--- src/rtl/unary_pkg.sv ---
// Shared definitions for the unary arithmetic datapath: counter width helper
// and the read_or_write mode encodings.
package unary_pkg;

    localparam logic RD = 1'b0;
    localparam logic WR = 1'b1;

    function automatic int cw_of(input int max);
        return $clog2(max + 1);
    endfunction

endpackage

--- src/rtl/unary_popcount.sv ---
// Combinational population count of NCH unary pulse inputs.
module unary_popcount #(
    parameter  int NCH = 4,
    localparam int PW  = $clog2(NCH + 1)
) (
    input  logic [NCH-1:0] din,
    output logic [PW-1:0]  cnt
);

    always_comb begin
        // NOTE: blocking assignments in always_comb; the default-first pattern keeps it latch-free.
        cnt = '0;
        for (int i = 0; i < NCH; i++) begin
            cnt = cnt + PW'(din[i]);
        end
    end

endmodule

--- src/rtl/unary_accum_n.sv ---
// Multi-channel unary accumulator: sums input pulses into a wrapping or
// saturating counter, then drains the count back out as a unary pulse train.
module unary_accum_n
    import unary_pkg::*;
#(
    parameter  int NCH  = 4,
    parameter  int MAX  = 16,
    parameter  bit WRAP = 1'b1,
    localparam int CW   = cw_of(MAX)
) (
    input  logic           clk,
    input  logic           rst_n,
    input  logic           en,
    input  logic           read_or_write,
    input  logic [NCH-1:0] din,
    output logic           dout,
    output logic           C,
    output logic           ovf,
    output logic           done,
    output logic [CW-1:0]  level
);

    localparam int PW = $clog2(NCH + 1);
    localparam int SW = CW + 1;

    localparam logic [SW-1:0] MAX_S = SW'(MAX);
    localparam logic [SW-1:0] MOD_S = SW'(MAX + 1);
    localparam logic [CW-1:0] MAX_L = CW'(MAX);
    localparam logic [CW-1:0] ONE_L = CW'(1);

    logic [PW-1:0] pop;
    logic [SW-1:0] sum;

    logic [CW-1:0] level_d;
    logic          dout_d;
    logic          c_d;
    logic          ovf_d;
    logic          done_d;

    unary_popcount #(.NCH(NCH)) u_popcount (
        .din (din),
        .cnt (pop)
    );

    // One extra bit holds level + pop without loss, since NCH <= MAX.
    assign sum = {1'b0, level} + SW'(pop);

    always_comb begin
        level_d = level;
        ovf_d   = ovf;
        dout_d  = 1'b0;
        c_d     = 1'b0;
        done_d  = 1'b0;

        if (en) begin
            if (read_or_write == RD) begin
                if (sum > MAX_S) begin
                    if (WRAP) begin
                        level_d = CW'(sum - MOD_S);
                        c_d     = 1'b1;
                    end else begin
                        level_d = MAX_L;
                        ovf_d   = 1'b1;
                    end
                end else begin
                    level_d = sum[CW-1:0];
                end
            end else if (level != '0) begin
                dout_d  = 1'b1;
                level_d = level - ONE_L;
                // Emitting the last pulse ends the drain and releases overflow.
                if (level == ONE_L) begin
                    done_d = 1'b1;
                    ovf_d  = 1'b0;
                end
            end
        end
    end

    // NOTE: synchronous reset lives inside the clocked block and uses non-blocking assignments.
    always_ff @(posedge clk) begin
        if (!rst_n) begin
            level <= '0;
            dout  <= 1'b0;
            C     <= 1'b0;
            ovf   <= 1'b0;
            done  <= 1'b0;
        end else begin
            level <= level_d;
            dout  <= dout_d;
            C     <= c_d;
            ovf   <= ovf_d;
            done  <= done_d;
        end
    end

endmodule
--- config.mk ---
export PLATFORM = sky130hd
export DESIGN_NAME = unary_accum_n
export DESIGN_NICKNAME = d
export VERILOG_FILES = /design/src/rtl/unary_pkg.sv /design/src/rtl/unary_popcount.sv /design/src/rtl/unary_accum_n.sv
export SDC_FILE = /design/constraint.sdc
export NUM_CORES = 1
export LEC_CHECK = 0
export CORE_MARGIN = 3
export CORE_UTILIZATION = 53
export CTS_CLUSTER_SIZE = 40
export DETAILED_ROUTE_END_ITERATION = 8
export GPL_TIMING_DRIVEN = 0
export PLACE_DENSITY = 0.86
export SLEW_MARGIN = 20
export SYNTH_ARGS = -nofsm -noshare
export SYNTH_HDL_FRONTEND = slang
export SYNTH_SLANG_ARGS = --single-unit
export TNS_END_PERCENT = 30
--- constraint.sdc ---
create_clock -name clk -period 7.8 [get_ports clk]
set_clock_uncertainty 0.2 [all_clocks]
set_input_delay 1.56 -clock clk [delete_from_list [all_inputs] [get_ports clk]]
set_output_delay 1.56 -clock clk [all_outputs]
set_load 0.005 [all_outputs]
# Word level (Yosys, flattened, before mapping)
# Cells that the tools add are included.
# totals
register_bits	8
# op_classes
add_sub_neg	6
n_lt_le_gt_ge	1
eq_ne	2
mux	6
bitwise_logic	2
n_reduce_logical	5
# ops
operator	n
5-bit 2-to-1 mux	3
3-bit by 1-bit adder with 3-bit output	2
5-bit by 3-bit adder with 6-bit output	1
6-bit by 5-bit greater-than comparator with 1-bit output (second input constant)	1
5-bit by 1-bit equality test with 1-bit output (second input constant)	1
5-bit nonzero test	1
5-bit by 1-bit subtractor with 5-bit output (second input constant)	1
5-bit subtractor (second input constant)	1
4-bit AND reduction	1
1-bit 2-to-1 mux	3
3-bit AND reduction	1
3-bit OR reduction	1
1-bit by 1-bit adder with 2-bit output	1
2-bit by 1-bit inequality test with 1-bit output (second input constant)	1
1-bit inverter	2
2-bit AND reduction	1

# Depth between registers and ports, before layout
# logic_depth
word_depth	7
ltp_mapped	12
ltp_nobuf	12

# By module
# A second synthesis with hierarchy kept.
# hier_totals
cells_unflattened	112
area_unflattened_um2	918.4
# modules_own_cells
module	instances	cells_each	area_per_inst_um2
unary_accum_n	1	109	873.3
unary_popcount	1	3	45.0

# Worst setup path after synthesis
# Ideal clock, no wire load.
# synth_path
kind	input -> register
startpoint	input din[0]
endpoint	register level[0]
setup_time_ns	0.122
t_arrival_ns	4.213
setup_slack_ns	3.265
cell_stages	12
n_path_buf	0
path_cell_list	ha_1 inv_1 fa_1 inv_1 ha_1 fa_1 inv_1 ha_1 nand2_2 o32a_1 and2_4 a221o_1
# synth_between
elab_chain_cells	7
elab_cells_between_ends	8
# synth_rtl
item	line_no	text
start: declaration	unary_accum_n.sv:15	input logic [NCH-1:0] din,
1-bit by 1-bit adder with 2-bit output *	unary_popcount.sv:14	cnt = cnt + PW'(din[i]);
3-bit by 1-bit adder with 3-bit output * (2 in a row)	unary_popcount.sv:14	
5-bit by 3-bit adder with 6-bit output *	unary_accum_n.sv:46	assign sum = {1'b0, level} + SW'(pop);
5-bit subtractor or 6-bit by 5-bit greater-than comparator with 1-bit output (tied branches)	unary_accum_n.sv:59, unary_accum_n.sv:57	
5-bit 2-to-1 mux *	unary_accum_n.sv:57	if (sum > MAX_S) begin
5-bit 2-to-1 mux *	unary_accum_n.sv:56	if (read_or_write == RD) begin
end signal: assignment	unary_accum_n.sv:89	level <= level_d;
end: declaration	unary_accum_n.sv:20	output logic [CW-1:0] level
# Mark *: on every way between the ends. The rest lies on a longest branch, timed or not.
# A chain may end at the register's enable or synchronous reset.

# Worst setup path in the final report
# layout_path
startpoint	input din[1]
endpoint	register level[0]
# The elaborated chain is that of the path after synthesis.

==> results.json <==
{
  "rsz0062_at_grt": "false",
  "grt_pass1_vias": 825,
  "ys_ff_latch": 8,
  "h-tree-depth": 1,
  "synth_most_common_cell": "inv_1",
  "synth.area.top_cells": "dfxtp_1 20%, ha_1 14%, inv_1 5.5%, fa_1 4.9%, o21ai_0 4.9%",
  "final_nets": 144,
  "clock_sinks": 8,
  "syn-cell-area_um2": 820,
  "synth_warnings": 0,
  "endpoint_kind": "flop",
  "yosysTopAreaCell": "dfxtp_1",
  "wl_mm": 2.03,
  "switching_share_pct": 45.1,
  "layout_min_cycle_time_ps": 4870,
  "slew_headroom_pct": 66.2,
  "n_antenna_cell": 0,
  "fmax_mhz": 205,
  "hold_buffers": 0,
  "grt_pass1_wl_mm": 3.48,
  "drtAntennaViolNets": 0,
  "cp_max_fo": 6,
  "fill_cells": 99,
  "timing.rr.start": "level[0]$_SDFFE_PN0P_",
  "overflow": 0,
  "rrSetupSlack_ps": 5010,
  "worstReg2RegEnd": "level[0]$_SDFFE_PN0P_",
  "synth_cell_types": 41,
  "p_sw_uw": 108,
  "synth_top_area_share_pct": 19.5,
  "synth-edff-count": 0,
  "rows": 13,
  "synthTopCellsByCount": "12 x inv_1, 9 x ha_1",
  "core_area_mm2": 0.00138,
  "drc": 0,
  "crit_slowest_cell": "fa_1",
  "grt_max_degree": 11,
  "ys_async_sr_fraction_pct": 0,
  "drt_iter0_drc": 24,
  "cp-endpoint": "level[0]$_SDFFE_PN0P_",
  "synth-seq-area-share_pct": 19.5,
  "dp_hpwl_mm": 1.59,
  "gp_congestion": 0.879,
  "routed-via-count": 825,
  "crit_required_ps": 7750,
  "synth_fp_nets": 125,
  "setup_violations": 0,
  "syn_inst": 106,
  "pwr-share-comb_pct": 60.8,
  "cts_resized": 0,
  "pwr_density_cell_mw_per_mm2": 239,
  "via_per_inst": 5.98,
  "initial_core_util_pct": 59.3,
  "rr_worst_depth": 8,
  "cts_setup_buffers": 0,
  "leakage_uw": 0.000408,
  "hold_viol": 0,
  "cp.depth": 13,
  "ios": 17,
  "crit_path_start_kind": "primary input",
  "grt_use_total_pct": 24.0,
  "maxSlewViolCount": 0,
  "crit_buf_inv": 4,
  "drv_cap": 0,
  "antenna_found_initial": 0,
  "critPathKind": "in2reg",
  "max_slew.worst_pin.slew_ps": 506,
  "cp.arrival_ps": 4820,
  "port_buffers": 14,
  "cp_cell_sequence": "clkdlybuf4s50_1 > ha_1 > inv_1 > fa_1 > inv_1 > ha_1 > fa_1 > inv_1 > ha_1 > nand2_2 > o32a_1 > and2_4 > a221o_1",
  "ctsLongestPathBuffers": 2,
  "syn_to_final_growth_pct": 22.1,
  "fp.dieW_um": 45.3,
  "synth_ff_type": "dfxtp_1",
  "p_int_uw": 131,
  "ir_drop_mv": 0.148,
  "wl_per_cell_um": 14.7,
  "fin_tns_setup_ps": 0,
  "die_y_um": 45.3,
  "cts_tree": "yes",
  "power_frac_seq_pct": 25.7,
  "startpoint": "din[1]",
  "hold_class": "reg2reg",
  "cts_root_buffer": "clkbuf_4",
  "clock_latency_ps": 260,
  "critPathMaxStageDelay_ps": 470,
  "fin_crit_sh_pct": 62.5,
  "crit_family": "adder cells",
  "drive_above_1_share_pct": 7.32,
  "status": "finished clean",
  "clk_pin_slew_ps": 50,
  "final_util_pct": 72.4,
  "avgSynthCellArea_um2": 7.73,
  "die-area_mm2": 0.00205,
  "clock_power_share_pct": 13.5,
  "drt-pass1-iter-count": 4,
  "cts_made_buffers": 3
}
-- cells by family after synthesis --
| family | synth area share (%) |
|---|---|
| AOI/OAI and AO/OA | 25.5 |
| xor gates and xnor gates | 4.12 |
| adders and majority gates | 18.6 |
| buffers and inverters | 7.33 |
| DFF | 19.5 |
| muxes | 1.22 |
| other | 0.458 |
| and+or+nand+nor | 23.2 |
-- stage by stage --
step           hold WS [ps]  cells  power (uW)  setup slack [ps]  area [um^2]
2_1_floorplan           450    106         161              3270          820
3_3_place_gp            512    135         197              2720          978
3_5_place_dp            500    135         205              2670          978
4_1_cts                 511    138         238              2940         1000
5_1_grt                 537    138         261              2780         1000
6_report                506    138         239              2930         1000
-- layout by cell type (no fill, tap or decap), drive strengths merged, types with 2 or more instances in the layout --
cell type | Yosys | final
clkdlybuf4s50 | 0 | 14
inv | 12 | 12
ha | 9 | 9
nand2 | 9 | 9
dfxtp | 8 | 8
nor2 | 8 | 8
o21ai | 8 | 8
a21oi | 6 | 6
clkbuf | 2 | 5
nand2b | 4 | 4
nor3 | 3 | 3
nand3 | 3 | 3
xnor2 | 3 | 3
o311ai | 3 | 3
nor2b | 2 | 2
a41oi | 2 | 2
o211ai | 2 | 2
fa | 2 | 2
-- worst min path at each step --
| stage | from | end | slack, ps | cells past startpoint |
|---|---|---|---|---|
| after floorplan | level[3]$_SDFFE_PN0P_ | level[4]$_SDFFE_PN0P_ | 450 | 2 |
| after global placement | level[3]$_SDFFE_PN0P_ | level[4]$_SDFFE_PN0P_ | 510 | 2 |
| after detailed placement | level[0]$_SDFFE_PN0P_ | level[0]$_SDFFE_PN0P_ | 500 | 2 |
| after CTS | level[0]$_SDFFE_PN0P_ | level[0]$_SDFFE_PN0P_ | 510 | 2 |
| after global routing | level[0]$_SDFFE_PN0P_ | level[0]$_SDFFE_PN0P_ | 540 | 2 |
| final | level[0]$_SDFFE_PN0P_ | level[0]$_SDFFE_PN0P_ | 510 | 2 |
-- power groups by stage --
stage / combinational [uW] / clock, uW / sequential (uW)
after floorplan: 102 / 0 / 59.8
after global placement: 135 / 0 / 61.8
after detailed placement: 143 / 0 / 62.3
after CTS: 144 / 32.1 / 61.5
after global routing: 164 / 34.3 / 63.4
final: 145 / 32.3 / 61.6
-- worst min-delay path, cell delays in order, from the launching register on --
cell,delay (ps)
dfxtp_1,360
mux2i_1,170
a221o_1,150
-- sequential cells by signal, indices dropped and copies added, names as in the netlist --
signal  flops
level       5
C           1
done        1
dout        1
-- final cells by class --
type | instances | area [um^2] | area share [%]
well taps | 15 | 18.8 | 1.88
inverters | 12 | 45.0 | 4.50
repair buffers | 14 | 140 | 14.0
plain buffers | 3 | 15.0 | 1.50
clock buffers | 3 | 22.5 | 2.25
flip-flops and latches | 8 | 160 | 16.0
multi-input cells | 83 | 599 | 59.9
-- metal layers --
layer  vias to the layer above  global-route usage [%]  wire [um]
met4                         0                    18.7         46
met3                         4                    3.59         72
li1                        416                       -          -
met2                        20                    39.5       1050
met1                       385                    27.4        859
met5                         -                       0          0
(Power assumes the default switching activity.)
